[config.mk]
export PLATFORM = sky130hd
export DESIGN_NAME = mem_bus_master_flat
export DESIGN_NICKNAME = d
export VERILOG_FILES = /design/src/rtl/mem_bus_master_pkg.sv /design/src/rtl/mem_bus_master_if.sv /design/src/rtl/mem_bus_master_rdpipe.sv /design/src/rtl/mem_bus_master.sv /design/src/flat_wrapper.sv
export VERILOG_INCLUDE_DIRS = /design/src /design/src/rtl
export SDC_FILE = /design/constraint.sdc
export NUM_CORES = 1
export LEC_CHECK = 0
export CELL_PAD_IN_SITES_DETAIL_PLACEMENT = 2
export CELL_PAD_IN_SITES_GLOBAL_PLACEMENT = 2
export CORE_ASPECT_RATIO = 1.5
export CORE_MARGIN = 3
export CORE_UTILIZATION = 28
export CTS_BUF_LIST = sky130_fd_sc_hd__clkbuf_2 sky130_fd_sc_hd__clkbuf_4 sky130_fd_sc_hd__clkbuf_8
export DETAILED_ROUTE_END_ITERATION = 12
export MAX_ROUTING_LAYER = met4
export PLACE_DENSITY = 0.74
export SKIP_CTS_REPAIR_TIMING = 1
export SLEW_MARGIN = 20
export SYNTH_ARGS = -nofsm -noshare
export SYNTH_HDL_FRONTEND = slang
export SYNTH_SLANG_ARGS = --single-unit
[constraint.sdc]
create_clock -name CLK -period 1.7 [get_ports CLK]
set_input_delay 0.34 -clock CLK [delete_from_list [all_inputs] [get_ports CLK]]
set_output_delay 0.34 -clock CLK [all_outputs]
set_load 0.05 [all_outputs]
[src/rtl/param.vh]
// Shared memory-bus geometry and FSM state encodings for mem_bus_master.
// Pulled into mem_bus_master_pkg; other files see these through the package.
localparam int ADDR_BITS    = 8;
localparam int DATA_BITS    = 8;
localparam int MEM_SIZE     = 256;
localparam int ROM_SIZE     = 128;
localparam int MAX_LEN_BITS = 4;

localparam logic [2:0] ST_IDLE  = 3'd0;
localparam logic [2:0] ST_WRITE = 3'd1;
localparam logic [2:0] ST_READ  = 3'd2;
localparam logic [2:0] ST_DRAIN = 3'd3;
localparam logic [2:0] ST_DONE  = 3'd4;

[src/rtl/mem_bus_master_pkg.sv]
// Types and helpers for the memory bus initiator (geometry comes from param.vh).
package mem_bus_master_pkg;
  `include "param.vh"

  typedef enum logic [2:0] {
    IDLE  = ST_IDLE,
    WRITE = ST_WRITE,
    READ  = ST_READ,
    DRAIN = ST_DRAIN,
    DONE  = ST_DONE
  } state_e;

  // Next word address, wrapping at the top of the memory.
  function automatic logic [ADDR_BITS-1:0] addr_inc(input logic [ADDR_BITS-1:0] a);
    return (a == ADDR_BITS'(MEM_SIZE - 1)) ? '0 : a + 1'b1;
  endfunction
endpackage

[src/rtl/mem_bus_master_if.sv]
// Core-side request/beat handshakes plus the memory strobes of mem_bus_master.
interface mem_bus_master_if;
  import mem_bus_master_pkg::*;

  logic                    req_valid, req_ready, req_we;
  logic [ADDR_BITS-1:0]    req_addr;
  logic [MAX_LEN_BITS-1:0] req_len;
  logic                    wr_valid, wr_ready;
  logic [DATA_BITS-1:0]    wr_data;
  logic                    rd_valid;
  logic [DATA_BITS-1:0]    rd_data;
  logic                    done, err_rom;
  logic                    mem_cs, mem_we;
  logic [ADDR_BITS-1:0]    mem_addr;
  logic [DATA_BITS-1:0]    mem_wdata, mem_rdata;

  modport master (
    input  req_valid, req_we, req_addr, req_len, wr_valid, wr_data, mem_rdata,
    output req_ready, wr_ready, rd_valid, rd_data, done, err_rom,
           mem_cs, mem_we, mem_addr, mem_wdata
  );

  modport slave (
    output req_valid, req_we, req_addr, req_len, wr_valid, wr_data, mem_rdata,
    input  req_ready, wr_ready, rd_valid, rd_data, done, err_rom,
           mem_cs, mem_we, mem_addr, mem_wdata
  );
endinterface

[src/rtl/mem_bus_master_rdpipe.sv]
// Read-return pipe: tags each issued read beat and captures its data two cycles later.
module mem_bus_master_rdpipe
  import mem_bus_master_pkg::*;
(
  input  logic                 CLK,
  input  logic                 RESET,
  input  logic                 issue,
  input  logic [DATA_BITS-1:0] mem_rdata,
  output logic                 rd_valid,
  output logic [DATA_BITS-1:0] rd_data,
  output logic                 empty
);
  localparam int STAGES = 2;

  logic [STAGES:1] vld_q;
  logic [STAGES:0] vld_pipe;

  assign vld_pipe = {vld_q, issue};

  always_ff @(posedge CLK or negedge RESET) begin
    if (!RESET) begin
      vld_q   <= '0;
      rd_data <= '0;
    end else begin
      vld_q <= vld_pipe[STAGES-1:0];
      // memory data for a beat is on mem_rdata while its tag sits in the middle stage
      if (vld_pipe[STAGES-1]) rd_data <= mem_rdata;
    end
  end

  assign rd_valid = vld_pipe[STAGES];
  // the beat currently on rd_valid is already delivered; only earlier stages count
  assign empty    = ~|vld_pipe[STAGES-1:0];
endmodule

[src/rtl/mem_bus_master.sv]
// Burst initiator for the shared ROM/RAM bus; sole driver of CS/WE/addr/wdata.
// Optional: MEM_BUS_MASTER_ROM_GUARD_EN suppresses write beats into ROM and pulses err_rom.
module mem_bus_master
  import mem_bus_master_pkg::*;
(
  input logic               CLK,
  input logic               RESET,
  mem_bus_master_if.master  bus
);
  state_e                  state, state_d;
  logic [ADDR_BITS-1:0]    cur_addr, cur_addr_d;
  logic [MAX_LEN_BITS-1:0] beats_left, beats_left_d;
  logic                    wr_hs, last, rom_hit, pipe_empty;

  logic                    req_ready_d, wr_ready_d, done_d, err_rom_d, mem_cs_d, mem_we_d;
  logic [ADDR_BITS-1:0]    mem_addr_d;
  logic [DATA_BITS-1:0]    mem_wdata_d;

  assign wr_hs = (state == WRITE) && bus.wr_valid && bus.wr_ready;
  assign last  = (beats_left == '0);

`ifdef MEM_BUS_MASTER_ROM_GUARD_EN
  assign rom_hit = (32'(cur_addr) < ROM_SIZE);
`else
  assign rom_hit = 1'b0;
`endif

  always_ff @(posedge CLK or negedge RESET) begin
    if (!RESET) state <= IDLE;
    else        state <= state_d;
  end

  always_comb begin
    state_d = state;
    case (state)
      IDLE:    if (bus.req_valid) state_d = bus.req_we ? WRITE : READ;
      WRITE:   if (wr_hs && last) state_d = DONE;
      READ:    if (last)          state_d = DRAIN;
      DRAIN:   if (pipe_empty)    state_d = DONE;
      DONE:    state_d = IDLE;
      default: state_d = IDLE;
    endcase
  end

  // Next values for the address/count datapath and the registered outputs.
  always_comb begin
    cur_addr_d   = cur_addr;
    beats_left_d = beats_left;
    mem_cs_d     = 1'b0;
    mem_we_d     = 1'b0;
    mem_addr_d   = bus.mem_addr;
    mem_wdata_d  = bus.mem_wdata;
    err_rom_d    = 1'b0;
    case (state)
      IDLE: if (bus.req_valid) begin
        cur_addr_d   = bus.req_addr;
        beats_left_d = bus.req_len;
      end
      WRITE: if (wr_hs) begin
        cur_addr_d   = addr_inc(cur_addr);
        beats_left_d = beats_left - 1'b1;
        if (rom_hit) begin
          err_rom_d = 1'b1;
        end else begin
          mem_cs_d    = 1'b1;
          mem_we_d    = 1'b1;
          mem_addr_d  = cur_addr;
          mem_wdata_d = bus.wr_data;
        end
      end
      READ: begin
        cur_addr_d   = addr_inc(cur_addr);
        beats_left_d = beats_left - 1'b1;
        mem_cs_d     = 1'b1;
        mem_addr_d   = cur_addr;
      end
      default: ;
    endcase
    req_ready_d = (state_d == IDLE);
    wr_ready_d  = (state_d == WRITE);
    done_d      = (state_d == DONE);
  end

  always_ff @(posedge CLK or negedge RESET) begin
    if (!RESET) begin
      cur_addr      <= '0;
      beats_left    <= '0;
      bus.req_ready <= 1'b1;
      bus.wr_ready  <= 1'b0;
      bus.done      <= 1'b0;
      bus.err_rom   <= 1'b0;
      bus.mem_cs    <= 1'b0;
      bus.mem_we    <= 1'b0;
      bus.mem_addr  <= '0;
      bus.mem_wdata <= '0;
    end else begin
      cur_addr      <= cur_addr_d;
      beats_left    <= beats_left_d;
      bus.req_ready <= req_ready_d;
      bus.wr_ready  <= wr_ready_d;
      bus.done      <= done_d;
      bus.err_rom   <= err_rom_d;
      bus.mem_cs    <= mem_cs_d;
      bus.mem_we    <= mem_we_d;
      bus.mem_addr  <= mem_addr_d;
      bus.mem_wdata <= mem_wdata_d;
    end
  end

  mem_bus_master_rdpipe u_rdpipe (
    .CLK       (CLK),
    .RESET     (RESET),
    .issue     (bus.mem_cs & ~bus.mem_we),
    .mem_rdata (bus.mem_rdata),
    .rd_valid  (bus.rd_valid),
    .rd_data   (bus.rd_data),
    .empty     (pipe_empty)
  );
endmodule

[src/flat_wrapper.sv]
// flat-port wrapper written by rule: the top's interface ports become plain ports
module mem_bus_master_flat import mem_bus_master_pkg::*;
  (CLK, RESET, bus_req_valid, bus_req_we, bus_req_addr, bus_req_len, bus_wr_valid, bus_wr_data, bus_mem_rdata, bus_req_ready, bus_wr_ready, bus_rd_valid, bus_rd_data, bus_done, bus_err_rom, bus_mem_cs, bus_mem_we, bus_mem_addr, bus_mem_wdata);
  mem_bus_master_if bus_i ();
  input logic CLK;
  input logic RESET;
  input wire logic [$bits(bus_i.req_valid)-1:0] bus_req_valid;
  input wire logic [$bits(bus_i.req_we)-1:0] bus_req_we;
  input wire logic [$bits(bus_i.req_addr)-1:0] bus_req_addr;
  input wire logic [$bits(bus_i.req_len)-1:0] bus_req_len;
  input wire logic [$bits(bus_i.wr_valid)-1:0] bus_wr_valid;
  input wire logic [$bits(bus_i.wr_data)-1:0] bus_wr_data;
  input wire logic [$bits(bus_i.mem_rdata)-1:0] bus_mem_rdata;
  output wire logic [$bits(bus_i.req_ready)-1:0] bus_req_ready;
  output wire logic [$bits(bus_i.wr_ready)-1:0] bus_wr_ready;
  output wire logic [$bits(bus_i.rd_valid)-1:0] bus_rd_valid;
  output wire logic [$bits(bus_i.rd_data)-1:0] bus_rd_data;
  output wire logic [$bits(bus_i.done)-1:0] bus_done;
  output wire logic [$bits(bus_i.err_rom)-1:0] bus_err_rom;
  output wire logic [$bits(bus_i.mem_cs)-1:0] bus_mem_cs;
  output wire logic [$bits(bus_i.mem_we)-1:0] bus_mem_we;
  output wire logic [$bits(bus_i.mem_addr)-1:0] bus_mem_addr;
  output wire logic [$bits(bus_i.mem_wdata)-1:0] bus_mem_wdata;
  assign bus_i.req_valid = bus_req_valid;
  assign bus_i.req_we = bus_req_we;
  assign bus_i.req_addr = bus_req_addr;
  assign bus_i.req_len = bus_req_len;
  assign bus_i.wr_valid = bus_wr_valid;
  assign bus_i.wr_data = bus_wr_data;
  assign bus_i.mem_rdata = bus_mem_rdata;
  assign bus_req_ready = bus_i.req_ready;
  assign bus_wr_ready = bus_i.wr_ready;
  assign bus_rd_valid = bus_i.rd_valid;
  assign bus_rd_data = bus_i.rd_data;
  assign bus_done = bus_i.done;
  assign bus_err_rom = bus_i.err_rom;
  assign bus_mem_cs = bus_i.mem_cs;
  assign bus_mem_we = bus_i.mem_we;
  assign bus_mem_addr = bus_i.mem_addr;
  assign bus_mem_wdata = bus_i.mem_wdata;
  mem_bus_master u_core (.CLK(CLK), .RESET(RESET), .bus(bus_i));
endmodule
Word-level counts from Yosys, hierarchy flattened
Index checks and enable logic that the tools add are counted.
W data, S select, Z words.
- latch bits: 0
- bits in read-only memories: 0
- memory bits (writable): 0
- memories: 0
- input port bits: 33
- bits in registers: 46
- multiplexer cells: 18
- add/subtract/negate cells: 2
- reduce and logical (&&, ||, !) cells: 12
- divide/modulo/power cells: 0
- eq/ne operators: 8
- bitwise operators: 2
- shifts and indexed selects: 0
- order comparisons: 0
- $mul: 0
- operators by type and width (operator ; count):
    $mux W8 ; 4
    $pmux W8 S3 ; 1
    $pmux W8 S2 ; 1
    $mux W3 ; 4
    $pmux W3 S4 ; 1
    $pmux W4 S3 ; 1
    $add A8 B1 Y8 const B ; 1
    $eq A8 B8 Y1 const B ; 1
    $mux W4 ; 2
    $eq A3 B1 Y1 const B ; 2
    $eq A3 B2 Y1 const B ; 2
    $logic_not A3 Y1 ; 2
    $logic_not A4 Y1 ; 1
    $reduce_and A2 Y1 ; 2
    $sub A4 B1 Y4 const B ; 1
    $eq A3 B3 Y1 const B ; 1
    $logic_and A1 B1 Y1 ; 3
    $reduce_and A3 Y1 ; 1
    $reduce_bool A3 Y1 ; 1
    $mux W1 ; 2
    $mux W2 ; 1
    $ne A2 B1 Y1 const B ; 1
    $ne A2 B2 Y1 const B ; 1
    $pmux W1 S2 ; 1
    other kinds (4) ; 4

Logic depth before layout (Yosys ltp)
- depth after elaboration: 7
- gate-level depth with buffers: 6

Modules after synthesis
From an unflattened synthesis, not the netlist that was laid out.
- cell total of the unflattened synthesis: 177
- area total of the unflattened synthesis: 2153.3 um^2
- modules (own cells, without submodules) (module ; instances ; area each (um^2) ; cells each ; seq. area each (um^2)):
    mem_bus_master ; 1 ; 1767.9 ; 157 ; 902.1
    mem_bus_master_rdpipe ; 1 ; 385.4 ; 20 ; 250.2

Worst setup path before layout
OpenSTA, ideal clock, no wires.
- path kind: reg-to-reg
- from: register u_core.beats_left[0]
- to: register u_core.state[0]
- arrival time: 1.618 ns
- cell stages (with the launch flop): 7
- setup time: 0.065 ns
- setup slack: 0.017 ns
- cell sequence: dfrtp_1 > inv_1 > ha_1 > or3b_1 > or3b_1 > a22oi_1 > or2_1
- cells in the longest elaborated chain, start to end: 4
- elaborated cells between the ends (all ways): 5
- those cells by class: mux: 3; reduce/logical: 2
- RTL lines (what ; RTL line ; RTL):
    start: declaration ; mem_bus_master.sv:12 ; logic [MAX_LEN_BITS-1:0] beats_left, beats_left_d;
    start signal: assignment ; mem_bus_master.sv:98 ; beats_left <= beats_left_d;
    $logic_not A4 Y1 * ; mem_bus_master.sv:20 ; assign last = (beats_left == '0);
    $logic_and A1 B1 Y1 ; mem_bus_master.sv:37 ; WRITE: if (wr_hs && last) state_d = DONE;
    $mux W3 ; mem_bus_master.sv:37 ;
    $pmux W3 S4 * ; mem_bus_master.sv:35 ; case (state)
    via u_core.state_d[0] ; mem_bus_master.sv:10 ; state_e state, state_d;
    end signal: assignment ; mem_bus_master.sv:30 ; else state <= state_d;
    end: declaration ; mem_bus_master.sv:10 ;
The timed path passes the listed nets; every way through them passes the cells marked *.
A chain may end at the register's enable or synchronous reset.

Final worst setup path
- from: register u_core.beats_left[1]
- to: register u_core.state[0]
Same word-level chain as after synthesis.

==> results.md <==
* Initial core utilization at 0.293
* Worst R2R Path Depth at 6
* CP Class: register to register
* Largest net degree at the start of global routing at 25
* Flop2flop setup slack at -50 ps
* Hold Path End: u_core.u_rdpipe.vld_q[1]
* Latest clock arrival within the worst-skew pair at 300 ps
* Failing checks: negative setup slack
* Post-layout instance area at 0.00318 mm^2
* Min setup slack post-route at -51.6 ps
* Sw frac at 0.461
* DR iter-0 viols at 29
* Clock Power Share at 0.111
* HP Class: register to register
* PortBufs at 62
* Area grow syn2layout at 48.2%
* FP Rows at 38
* Drt first pass iters at 4
* Combinational share of power at 0.616
* CP Max Fanout at 3
* Top FF cell, synth: dfrtp_1
* Clock root cell: clkbuf_8
* CTS Buf Count at 5
* N_diodes at 0
* YS warnings at 0
* RSZ-0062 raised after global routing: yes
* Die X at 77.5 um
* CTS tree: done
* Core Footprint at 0.00732 mm^2
* Critical Path Sink Type: register
* Clock skew at 10.1 ps
* Hold slack at 467 ps
* Sequential share of power at 0.273
* Tot GR Track Use at 0.154
* Detailed-route via count at 1,800
* Layout Utilization at 0.434
* Final Wtd Congestion at 0.747
* Hold path depth at 1
* Antenna violations before repair at 0
* Die area at 0.00877 mm^2
* Sum Neg Setup Slack at -55.7 ps
* WL/cell at 17.2 um
* Syn Area/Cell at 11.8 um^2
* Clk buf depth at 2
* Worst R2R Start: u_core.beats_left[1]
* Power Density at 2410 mW/mm^2
* Post-layout nets at 309
* Req. time, crit path at 1950 ps
* FMAX at 571 MHz
* CTS Sinks at 46
* Highest metal used: met4
* Filler cells at 813
* Post-place instance area at 0.00301 mm^2
* CTS clk-pin slew, worst paths at 100 ps
* Vias in the first global route at 1,973
* Routed vias/inst at 4.80
* Status: complete, but fails checks
* FF+latch count, synth at 46
* Remaining Overflow, GRT at 0
* Post-Syn Instances at 182
* P_sw at 3540 uW
* # DRC at 0
* Dpl hpwl at 4.92 mm
* Hold path startpoint: u_core.bus.mem_we
* M1 wire length at 2.37 mm
* WL met3 at 120 um
* Die Y at 113 um
* Sequential share of the synthesized area at 0.537
* Critical Path Source Type: register
* Asr flop ratio synth at 1.00
* Tcrit/Tclk final at 1.03
* Register Area at 0.00115 mm^2
* First-pass GRT wire length at 10.3 mm
* # IOs at 64
* Placed Cells at 363
* Max-Cap Viols at 0
* Multi-input gate area at 925 um^2
* Reg2reg end: u_core.state[0]
* Routed wire length at 6.44 mm
* Synthesized area at 0.00215 mm^2
* Pint at 4130 uW
* Peak supply drop at 0.866 mV
* Remaining antenna violation count at 0
* H-tree depth at 2
* Slew Limit Fails at 0
* Non-filler cells, final at 375
* CP startpoint: u_core.beats_left[1]
* Layout cell share with drive strength beyond 1 at 0.400
* Setup-failing EPs final at 2
* Min cycle time layout at 1750 ps
* Crit path arrival time at 2000 ps
* Syn nets at 217
* Pleak at 0.00143 uW
* Met2 WL at 3.86 mm
* Post-synth EDFFs at 0
* Distinct cells, synth at 44
* Final Hold Vio Count at 0
worst max-delay path, stage by stage, from the launching register on:
cell and delay (ps):
dfrtp_1 410, inv_2 80, ha_4 130, or3b_4 380, or3b_1 380, a22oi_2 200
or2_1 130
power groups by stage:
stage	clock network, uW	logic, uW	registers (uW)
after floorplan	0	1810	3170
after global placement	0	4500	2090
after detailed placement	0	4640	2120
after CTS	880	4670	2100
after global routing	919	5060	2200
final	851	4730	2100
Yosys cell counts, drive strengths merged (2+ instances only):
master	number	share of area
a21o	2	0.0070
a21oi	14	0.038
a2bb2oi	3	0.012
buf	6	0.024
clkbuf	3	0.0052
dfrtp	45	0.52
ha	2	0.012
inv	8	0.014
mux2	24	0.13
mux2i	3	0.014
nand2	8	0.014
nand3	10	0.023
nor2	8	0.016
nor3	5	0.012
nor4	4	0.012
o211ai	2	0.0070
o21a	2	0.0070
o21ai	4	0.0093
o21bai	3	0.010
o22ai	3	0.0087
o31a	2	0.0082
or2	3	0.0087
or3b	2	0.0082
final cells by class:
type / count / share of cell area
flip-flops and latches: 46 / 0.363
multi-input cells: 119 / 0.291
repair buffers: 94 / 0.262
well taps: 100 / 0.0393
clock buffers: 5 / 0.0216
clock inverters: 3 / 0.0138
inverters: 8 / 0.00944
routing by layer:
metal	GRT usage	up-vias
met1	0.161	928
met2	0.294	27
li1	-	839
met5	-	-
met3	0.0191	6
met4	0.0475	0
flip-flops by register name (all words and copies together) (netlist names):
| name | count |
|---|---|
| u_core.u_rdpipe.vld_q | 2 |
| u_core.cur_addr | 8 |
| u_core.bus.mem_we | 1 |
| u_core.bus.req_ready | 1 |
| u_core.bus.mem_wdata | 8 |
| u_core.bus.mem_addr | 8 |
| u_core.bus.done | 1 |
| u_core.beats_left | 4 |
| u_core.state | 3 |
| u_core.u_rdpipe.rd_data | 8 |
| u_core.bus.wr_ready | 1 |
| u_core.bus.mem_cs | 1 |
how the worst max path moves through the flow:
stage                           end  slack [ps]  cells after the start
2_1_floorplan       u_core.state[0]          20                      6
3_3_place_gp   u_core.beats_left[2]        -200                      6
3_5_place_dp   u_core.beats_left[2]        -220                      6
4_1_cts             u_core.state[0]        -140                      6
5_1_grt             u_core.state[0]        -120                      6
6_report            u_core.state[0]         -50                      6
cell usage in the layout, fill, tap and decap left out, types with 2 or more instances in the layout:
master,count
a21oi_1,13
a2bb2oi_1,3
buf_12,4
buf_4,57
clkbuf_8,5
clkdlybuf4s50_1,31
dfrtp_1,43
dfrtp_2,2
inv_1,6
inv_2,2
mux2_2,24
mux2i_1,3
nand2_1,8
nand3_1,10
nor2_1,6
nor2_2,2
nor3_1,5
nor4_1,4
o211ai_1,2
o21a_1,2
o21ai_0,4
o21bai_1,3
o22ai_1,3
o31a_1,2
kinds of logic (layout without fill, tap and decap cells):
logic type                 count (synthesis)  count (layout)  synth area share
buffers and inverters                     17             110            0.0431
DFF                                       46              46             0.537
and+or+nand+nor                           48              48             0.128
other                                      1               1           0.00175
adders and majority gates                  2               2            0.0117
muxes                                     27              27             0.140
AOI/OAI and AO/OA                         40              40             0.126
xor gates and xnor gates                   1               1            0.0128
per-stage QoR:
| step | setup slack (ps) | total power (uW) |
|---|---|---|
| global route | -124 | 8180 |
| global placement | -198 | 6590 |
| CTS | -143 | 7650 |
| finish | -51.6 | 7680 |
| detailed placement | -216 | 6760 |
| floorplan | 17.0 | 4970 |
No activity file was read; power rests on OpenSTA's default activity.
